`src/rtl/matmul_op_sequencer_pkg.sv`:
```
// Shared definitions for the PIM matmul sequencer: default sizing, sequencer
// state encoding and the command/operation record layouts.
package pim_pkg;

    localparam int DEF_LEN             = 32;
    localparam int DEF_MEM_ELEMENTS    = 1024;
    localparam int DEF_MAX_MATRIX_SIZE = 16;
    localparam int MAX_LOG2_SIZE       = 4;

    typedef enum logic {
        IDLE  = 1'b0,
        ISSUE = 1'b1
    } seq_state_t;

    typedef struct packed {
        logic [DEF_LEN-1:0] src1;
        logic [DEF_LEN-1:0] src2;
        logic [DEF_LEN-1:0] dst;
        logic [2:0]         size;
    } matmul_cmd_t;

    typedef struct packed {
        logic [DEF_LEN-1:0] a;
        logic [DEF_LEN-1:0] b;
        logic [DEF_LEN-1:0] c;
        logic               first;
        logic               last;
    } matmul_op_t;

endpackage

```
`src/rtl/matmul_op_sequencer_if.sv`:
```
// Command-in / operation-out bundle of the matmul sequencer. master is the
// upstream+datapath side, slave is the sequencer itself.
interface matmul_op_sequencer_if #(
    parameter int LEN = 32
);
    logic           cmd_valid;
    logic           cmd_ready;
    logic [LEN-1:0] src1_addr;
    logic [LEN-1:0] src2_addr;
    logic [LEN-1:0] dst_addr;
    logic [2:0]     matrix_size;

    logic           op_valid;
    logic           op_ready;
    logic [LEN-1:0] op_a_addr;
    logic [LEN-1:0] op_b_addr;
    logic [LEN-1:0] op_c_addr;
    logic           op_first;
    logic           op_last;

    logic           busy;
    logic           done;
    logic           err;

    modport master (
        output cmd_valid, src1_addr, src2_addr, dst_addr, matrix_size, op_ready,
        input  cmd_ready, op_valid, op_a_addr, op_b_addr, op_c_addr,
               op_first, op_last, busy, done, err
    );

    modport slave (
        input  cmd_valid, src1_addr, src2_addr, dst_addr, matrix_size, op_ready,
        output cmd_ready, op_valid, op_a_addr, op_b_addr, op_c_addr,
               op_first, op_last, busy, done, err
    );
endinterface

```
`src/rtl/matmul_op_sequencer_loop_ctr.sv`:
```
// i/j/k loop nest for an n x n x n matmul (n = 2**log2_size); k is innermost.
// Each level rolls over to zero at n-1 and carries into the next level.
module matmul_loop_ctr
    import pim_pkg::*;
#(
    parameter int CW = MAX_LOG2_SIZE
) (
    input  logic       clk,
    input  logic       rst,
    input  logic       clr,
    input  logic       en,
    input  logic [2:0] log2_size,
    output logic       k_first,
    output logic       k_last,
    output logic       j_last,
    output logic       final_op
);

    logic [CW-1:0] top_val;
    logic [2:0]    carry;
    logic [2:0]    at_max;
    logic [CW-1:0] k_val;

    assign top_val  = CW'((32'd1 << log2_size) - 32'd1);
    assign carry[0] = en;

    // Level 0 is k, level 1 is j, level 2 is i.
    generate
        for (genvar gi = 0; gi < 3; gi++) begin : g_cnt
            logic [CW-1:0] cnt_reg;
            logic [CW-1:0] cnt_next;

            assign at_max[gi] = (cnt_reg == top_val);

            if (gi < 2) begin : g_carry
                assign carry[gi+1] = carry[gi] & at_max[gi];
            end

            always_comb begin
                cnt_next = cnt_reg;
                if (clr) begin
                    cnt_next = '0;
                end else if (carry[gi]) begin
                    cnt_next = at_max[gi] ? '0 : cnt_reg + 1'b1;
                end
            end

            always_ff @(posedge clk or posedge rst) begin
                if (rst) begin
                    cnt_reg <= '0;
                end else begin
                    cnt_reg <= cnt_next;
                end
            end
        end
    endgenerate

    assign k_val    = g_cnt[0].cnt_reg;
    assign k_first  = (k_val == '0);
    assign k_last   = at_max[0];
    assign j_last   = at_max[1];
    assign final_op = &at_max;

endmodule

```
`src/rtl/matmul_op_sequencer.sv`:
```
// Accepts one matmul command, range/size checks it, then streams n^3 MAC
// operations (i outer, j middle, k inner) with pointer arithmetic only.
module matmul_op_sequencer
    import pim_pkg::*;
#(
    parameter int LEN             = DEF_LEN,
    parameter int MEM_ELEMENTS    = DEF_MEM_ELEMENTS,
    parameter int MAX_MATRIX_SIZE = DEF_MAX_MATRIX_SIZE
) (
    input  logic                 clk,
    input  logic                 rst,
    matmul_op_sequencer_if.slave bus
);

    localparam int MAX_LOG2 = $clog2(MAX_MATRIX_SIZE);
    localparam int CW       = (MAX_LOG2 > 0) ? MAX_LOG2 : 1;
    localparam logic [LEN:0] MEM_LIMIT = (LEN+1)'(MEM_ELEMENTS);

    seq_state_t     state_reg, state_next;
    logic [LEN-1:0] op_a_reg, op_a_next;
    logic [LEN-1:0] op_b_reg, op_b_next;
    logic [LEN-1:0] op_c_reg, op_c_next;
    logic [LEN-1:0] row_a_reg, row_a_next;
    logic [LEN-1:0] col_b_reg, col_b_next;
    logic [LEN-1:0] src2_reg, src2_next;
    logic [LEN-1:0] n_reg, n_next;
    logic [2:0]     size_reg, size_next;
    logic           done_reg, done_next;
    logic           err_reg, err_next;

    logic           ctr_clr, ctr_en;
    logic           k_first, k_last, j_last, final_op;

    logic [LEN:0]   span;
    logic [LEN:0]   end_a, end_b, end_c;
    logic           size_bad, range_bad;

    // Top-element addresses carry one extra bit so a wrapped sum is caught.
    always_comb begin
        span      = (LEN+1)'(1) << {bus.matrix_size, 1'b0};
        end_a     = {1'b0, bus.src1_addr} + span - (LEN+1)'(1);
        end_b     = {1'b0, bus.src2_addr} + span - (LEN+1)'(1);
        end_c     = {1'b0, bus.dst_addr}  + span - (LEN+1)'(1);
        size_bad  = (bus.matrix_size > 3'(MAX_LOG2));
        range_bad = (end_a >= MEM_LIMIT) || (end_b >= MEM_LIMIT) || (end_c >= MEM_LIMIT);
    end

    matmul_loop_ctr #(
        .CW(CW)
    ) u_loop_ctr (
        .clk       (clk),
        .rst       (rst),
        .clr       (ctr_clr),
        .en        (ctr_en),
        .log2_size (size_reg),
        .k_first   (k_first),
        .k_last    (k_last),
        .j_last    (j_last),
        .final_op  (final_op)
    );

    always_comb begin
        state_next = state_reg;
        op_a_next  = op_a_reg;
        op_b_next  = op_b_reg;
        op_c_next  = op_c_reg;
        row_a_next = row_a_reg;
        col_b_next = col_b_reg;
        src2_next  = src2_reg;
        n_next     = n_reg;
        size_next  = size_reg;
        done_next  = 1'b0;
        err_next   = 1'b0;
        ctr_clr    = 1'b0;
        ctr_en     = 1'b0;

        case (state_reg)
            IDLE: begin
                if (bus.cmd_valid) begin
                    if (size_bad || range_bad) begin
                        err_next = 1'b1;
                    end else begin
                        state_next = ISSUE;
                        ctr_clr    = 1'b1;
                        op_a_next  = bus.src1_addr;
                        op_b_next  = bus.src2_addr;
                        op_c_next  = bus.dst_addr;
                        row_a_next = bus.src1_addr;
                        col_b_next = bus.src2_addr;
                        src2_next  = bus.src2_addr;
                        n_next     = LEN'(1) << bus.matrix_size;
                        size_next  = bus.matrix_size;
                    end
                end
            end
            ISSUE: begin
                if (bus.op_ready) begin
                    ctr_en = 1'b1;
                    if (final_op) begin
                        state_next = IDLE;
                        done_next  = 1'b1;
                    end else if (!k_last) begin
                        op_a_next = op_a_reg + 1'b1;
                        op_b_next = op_b_reg + n_reg;
                    end else if (!j_last) begin
                        // Next column of C: restart the A row, step to next B column.
                        op_a_next  = row_a_reg;
                        op_b_next  = col_b_reg + 1'b1;
                        col_b_next = col_b_reg + 1'b1;
                        op_c_next  = op_c_reg + 1'b1;
                    end else begin
                        // Next row of C: A row end + 1 is the next row start.
                        op_a_next  = op_a_reg + 1'b1;
                        row_a_next = op_a_reg + 1'b1;
                        op_b_next  = src2_reg;
                        col_b_next = src2_reg;
                        op_c_next  = op_c_reg + 1'b1;
                    end
                end
            end
            default: state_next = IDLE;
        endcase
    end

    always_ff @(posedge clk or posedge rst) begin
        if (rst) begin
            state_reg <= IDLE;
            op_a_reg  <= '0;
            op_b_reg  <= '0;
            op_c_reg  <= '0;
            row_a_reg <= '0;
            col_b_reg <= '0;
            src2_reg  <= '0;
            n_reg     <= '0;
            size_reg  <= '0;
            done_reg  <= 1'b0;
            err_reg   <= 1'b0;
        end else begin
            state_reg <= state_next;
            op_a_reg  <= op_a_next;
            op_b_reg  <= op_b_next;
            op_c_reg  <= op_c_next;
            row_a_reg <= row_a_next;
            col_b_reg <= col_b_next;
            src2_reg  <= src2_next;
            n_reg     <= n_next;
            size_reg  <= size_next;
            done_reg  <= done_next;
            err_reg   <= err_next;
        end
    end

    assign bus.cmd_ready = (state_reg == IDLE);
    assign bus.busy      = (state_reg == ISSUE);
    assign bus.op_valid  = (state_reg == ISSUE);
    assign bus.op_a_addr = op_a_reg;
    assign bus.op_b_addr = op_b_reg;
    assign bus.op_c_addr = op_c_reg;
    assign bus.op_first  = (state_reg == ISSUE) && k_first;
    assign bus.op_last   = (state_reg == ISSUE) && k_last;
    assign bus.done      = done_reg;
    assign bus.err       = err_reg;

endmodule
```
`src/flat_wrapper.sv`:
```
// flat-port wrapper written by rule: the top's interface ports become plain ports
module matmul_op_sequencer_flat import pim_pkg::*;
#(
    parameter int LEN             = DEF_LEN,
    parameter int MEM_ELEMENTS    = DEF_MEM_ELEMENTS,
    parameter int MAX_MATRIX_SIZE = DEF_MAX_MATRIX_SIZE
)
  (clk, rst, bus_cmd_valid, bus_src1_addr, bus_src2_addr, bus_dst_addr, bus_matrix_size, bus_op_ready, bus_cmd_ready, bus_op_valid, bus_op_a_addr, bus_op_b_addr, bus_op_c_addr, bus_op_first, bus_op_last, bus_busy, bus_done, bus_err);
  matmul_op_sequencer_if #(.LEN(LEN)) bus_i ();
  input  logic clk;
  input  logic rst;
  input wire logic [$bits(bus_i.cmd_valid)-1:0] bus_cmd_valid;
  input wire logic [$bits(bus_i.src1_addr)-1:0] bus_src1_addr;
  input wire logic [$bits(bus_i.src2_addr)-1:0] bus_src2_addr;
  input wire logic [$bits(bus_i.dst_addr)-1:0] bus_dst_addr;
  input wire logic [$bits(bus_i.matrix_size)-1:0] bus_matrix_size;
  input wire logic [$bits(bus_i.op_ready)-1:0] bus_op_ready;
  output wire logic [$bits(bus_i.cmd_ready)-1:0] bus_cmd_ready;
  output wire logic [$bits(bus_i.op_valid)-1:0] bus_op_valid;
  output wire logic [$bits(bus_i.op_a_addr)-1:0] bus_op_a_addr;
  output wire logic [$bits(bus_i.op_b_addr)-1:0] bus_op_b_addr;
  output wire logic [$bits(bus_i.op_c_addr)-1:0] bus_op_c_addr;
  output wire logic [$bits(bus_i.op_first)-1:0] bus_op_first;
  output wire logic [$bits(bus_i.op_last)-1:0] bus_op_last;
  output wire logic [$bits(bus_i.busy)-1:0] bus_busy;
  output wire logic [$bits(bus_i.done)-1:0] bus_done;
  output wire logic [$bits(bus_i.err)-1:0] bus_err;
  assign bus_i.cmd_valid = bus_cmd_valid;
  assign bus_i.src1_addr = bus_src1_addr;
  assign bus_i.src2_addr = bus_src2_addr;
  assign bus_i.dst_addr = bus_dst_addr;
  assign bus_i.matrix_size = bus_matrix_size;
  assign bus_i.op_ready = bus_op_ready;
  assign bus_cmd_ready = bus_i.cmd_ready;
  assign bus_op_valid = bus_i.op_valid;
  assign bus_op_a_addr = bus_i.op_a_addr;
  assign bus_op_b_addr = bus_i.op_b_addr;
  assign bus_op_c_addr = bus_i.op_c_addr;
  assign bus_op_first = bus_i.op_first;
  assign bus_op_last = bus_i.op_last;
  assign bus_busy = bus_i.busy;
  assign bus_done = bus_i.done;
  assign bus_err = bus_i.err;
  matmul_op_sequencer #(.LEN(LEN), .MEM_ELEMENTS(MEM_ELEMENTS), .MAX_MATRIX_SIZE(MAX_MATRIX_SIZE)) u_core (.clk(clk), .rst(rst), .bus(bus_i));
endmodule
```
`config.mk`:
```
export PLATFORM = sky130hd
export DESIGN_NAME = matmul_op_sequencer_flat
export DESIGN_NICKNAME = d
export VERILOG_FILES = /design/src/rtl/matmul_op_sequencer_pkg.sv /design/src/rtl/matmul_op_sequencer_if.sv /design/src/rtl/matmul_op_sequencer_loop_ctr.sv /design/src/rtl/matmul_op_sequencer.sv /design/src/flat_wrapper.sv
export SDC_FILE = /design/constraint.sdc
export NUM_CORES = 1
export LEC_CHECK = 0
export CORE_MARGIN = 2
export CORE_UTILIZATION = 50
export CTS_BUF_LIST = sky130_fd_sc_hd__clkbuf_2
export CTS_CLUSTER_DIAMETER = 50
export DETAILED_ROUTE_END_ITERATION = 12
export HOLD_SLACK_MARGIN = 0.03
export MAX_ROUTING_LAYER = met4
export PLACE_DENSITY = 0.72
export SETUP_SLACK_MARGIN = 0.5
export SYNTH_ARGS = -nofsm -noshare
export SYNTH_HDL_FRONTEND = slang
export SYNTH_HIERARCHICAL = 1
export SYNTH_SLANG_ARGS = --single-unit
```
`constraint.sdc`:
```
create_clock -name clk -period 8.7 [get_ports clk]
set_input_delay 0.87 -clock clk [delete_from_list [all_inputs] [get_ports clk]]
set_output_delay 0.87 -clock clk [all_outputs]
set_load 0.02 [all_outputs]
```
==> impl_metrics.yaml <==
run_status:
  status: "completed"
worst_setup_path:
  r2r_slack_ns: 3.46
  cp_max_fo: 18
  critPathLaunchType: "input pin"
  end_kind: "flip-flop"
  path_class: "input pin to flip-flop"
  critPathRequiredTime_ns: 9.51
  cp.arrival_ns: 7.84
  worstRegToRegCells: 16
floorplan:
  fp-row-count: 73
  die_w_um: 205.8
  core_area_um2: 40010
  die-area_um2: 42360
  die_h_um: 205.8
  ios: 206
  initial_core_util_pct: 50.90
clock_tree:
  clk_latency_ns: 1.00
  htree_num_levels: 3
  cts_buffers: 66
  cts_hold_buf: 0
  clkSlewWorstSetupHoldPaths_ns: 0.10
  post_cts_buffers: 0
  cts_resized: 0
  cts_sinks: 218
  max-clock-path-buffers: 3
  root_buffer: "clkbuf_2"
  cts_tree: "built"
route:
  route.detailed.drc: 0
  drt.antenna.violating_nets: 0
  drt_iter0_drc: 2681
  avgRoutedWirePerCell_um: 23.71
  vias: 22320
  avgViaCountPerCell: 6.508
  dr.pass1.iters: 7
  wl_mm: 81.32
power_and_ir_drop:
  ir_worst_vdd_uv: 86.33
  switchingPower_uw: 1035
  internal_power_uw: 1590
  swShare_pct: 39.43
  combPwrFrac_pct: 31.2
  leakage_uw: 0.01021
  clockPowerShare_pct: 30.1
  seqPwrFrac_pct: 38.7
  power_density_nw_per_um2: 112.8
timing:
  period_needed_ns: 7.034
  hold_slack_ns: 0.3625
  setup_tns_ns: 0
  fin_skew_ns: 0.1060
  slew_violations: 0
  max_freq_ghz: 0.1422
  period_share_pct: 80.85
  setup_violations: 0
  finalHoldViolations: 0
  maxSlewHeadroom_pct: 26.63
  worst_pin_slew_ns: 1.099
  rsz0062_at_grt: "no"
logic_synthesis:
  synth_top_family_by_area: "compound AO/OA/AOI/OAI gates"
  mappedNetlistArea_um2: 20360
  async_flop_share_pct: 100.0
  syn_inst: 2696
  yosysUniqueCellTypes: 94
  synth_top_area_share_pct: 26.79
  synthAdderAreaFrac_pct: 8.565
  synth_mux_area_share_pct: 2.777
  yosysWarnings: 6
  ys.flop_type: "dfrtp_1"
  synthTopCellsByArea: "dfrtp_1 (27%), ha_1 (8.2%), nand2_1 (6.9%)"
  synth_seq_cells: 218
  synth_area_per_cell_um2: 7.554
  ys_seq_area_share_pct: 26.79
  yosysTopAreaCell: "dfrtp_1"
  synth-edff-count: 0
  synth_common_cells: "nand2_1 (374), nor2_1 (221), dfrtp_1 (218)"
  yosysMostFrequentCell: "nand2_1"
  yosys.area_share.simple_pct: 23.87
  synth-compound-area-share_pct: 27.14
  synthesis.nets: 2936
  synthXorXnorAreaFrac_pct: 3.957
global_route:
  grt_overflow: 0
  first_global_vias: 20720
  grt_antenna_before_repair: 2
  grtUsageTotal_pct: 39.12
  grt_first_pass_wirelength_mm: 123.2
  grt_max_degree: 145
placement:
  finalWeightedCongestion: 1.137
  dp.final_hpwl_mm: 62.74
  portBuffers: 205
  place_inst: 3320
flow_run:
  max-cap-violations: 0
layout:
  final_util_pct: 58.17
  drive_above_1_share_pct: 7.443
  stdcell_count: 3430
  fillers: 3792
  final_nets: 3103
  syn_to_final_growth_pct: 14.28
worst_hold_path:
  min-delay-path-class: "input pin to asynchronous set/reset pin"
## power groups by stage
stage | sequential (µW) | combinational, µW | clock [µW]
floorplan | 1040 | 493 | 0
global route | 1020 | 878 | 861
CTS | 1010 | 794 | 810
finish | 1010 | 819 | 791
detailed placement | 1030 | 790 | 0
global placement | 1030 | 793 | 0
## final cells by class
type | instances | area [µm²] | share of cell area [%]
antenna | 3 | 7.507 | 0.03226
clock buffer | 89 | 445.4 | 1.914
clock inverter | 18 | 103.9 | 0.4462
inverter | 207 | 784.5 | 3.371
multi-input combinational | 2135 | 13530 | 58.12
sequential | 218 | 5459 | 23.46
tap | 525 | 656.9 | 2.823
timing repair buffer | 235 | 2290 | 9.839
## critical path, cell delays in order
cell and delay [ns]:
clkdlybuf4s50_1 0.56, nand3b_1 0.62, ha_1 0.50, inv_1 0.04, ha_1 0.39, nand2_1 0.07
o21ai_0 0.35, a22oi_1 0.34, and3_1 0.32, o311ai_0 0.74, o2111ai_1 0.22, or4_1 0.44
nor4_1 0.62, and2_2 0.66, a21o_1 0.68, a31oi_1 0.20, a21o_1 0.20
## metal layers
layer  part of all wire, %  vias to the layer above  global-route usage, %
li1                      -                    10210                      -
met4                   3.5                        0                  13.09
met3                   8.4                      175                  6.874
met1                    43                    10790                  52.25
met5                     0                        -                      -
met2                    45                     1144                  60.02
## final timing paths
kind                                                              end           startpoint
worst max register to register               u_core/bus.op_c_addr[20]   u_core/size_reg[2]
max in group asynchronous                    u_core/bus.op_c_addr[18]                  rst
worst min register to register                    u_core/src2_reg[15]  u_core/src2_reg[15]
min in group clk                                  u_core/src2_reg[15]  u_core/src2_reg[15]
worst max-delay path                         u_core/bus.op_c_addr[22]   bus_matrix_size[1]
worst min-delay path            u_core/u_loop_ctr/g_cnt[0].cnt_reg[1]                  rst
## logic make-up after synthesis
logic type                 count (synthesis)
muxes                                     54
xor gates and xnor gates                  92
adders and majority gates                137
and+or+nand+nor                         1014
AOI/OAI and AO/OA                        838
DFF                                      218
buffers and inverters                    343
## placed cells by master, fill, tap and decap left out, types with 42 or more instances in the layout
cell and instances:
nor3_1 47, a21oi_1 189, o21ai_0 186, nand3_1 90
a31oi_1 47, and3_1 42, nor2_1 220, nand2_1 374
nand4_1 59, inv_1 203, xor2_1 58, clkbuf_2 89
clkdlybuf4s50_1 205, a211oi_1 50, dfrtp_1 217, ha_1 133
## through the flow
| step | power [µW] | worst slack, ns | instance area (µm²) |
|---|---|---|---|
| 6_report | 2625 | 1.666 | 23270 |
| 5_1_grt | 2754 | 1.552 | 23270 |
| 4_1_cts | 2619 | 1.900 | 23260 |
| 3_5_place_dp | 1825 | 0.9322 | 22720 |
| 3_3_place_gp | 1827 | 1.069 | 22720 |
| 2_1_floorplan | 1529 | 2.206 | 20360 |
Note: power is estimated with default switching activity, not from simulation.
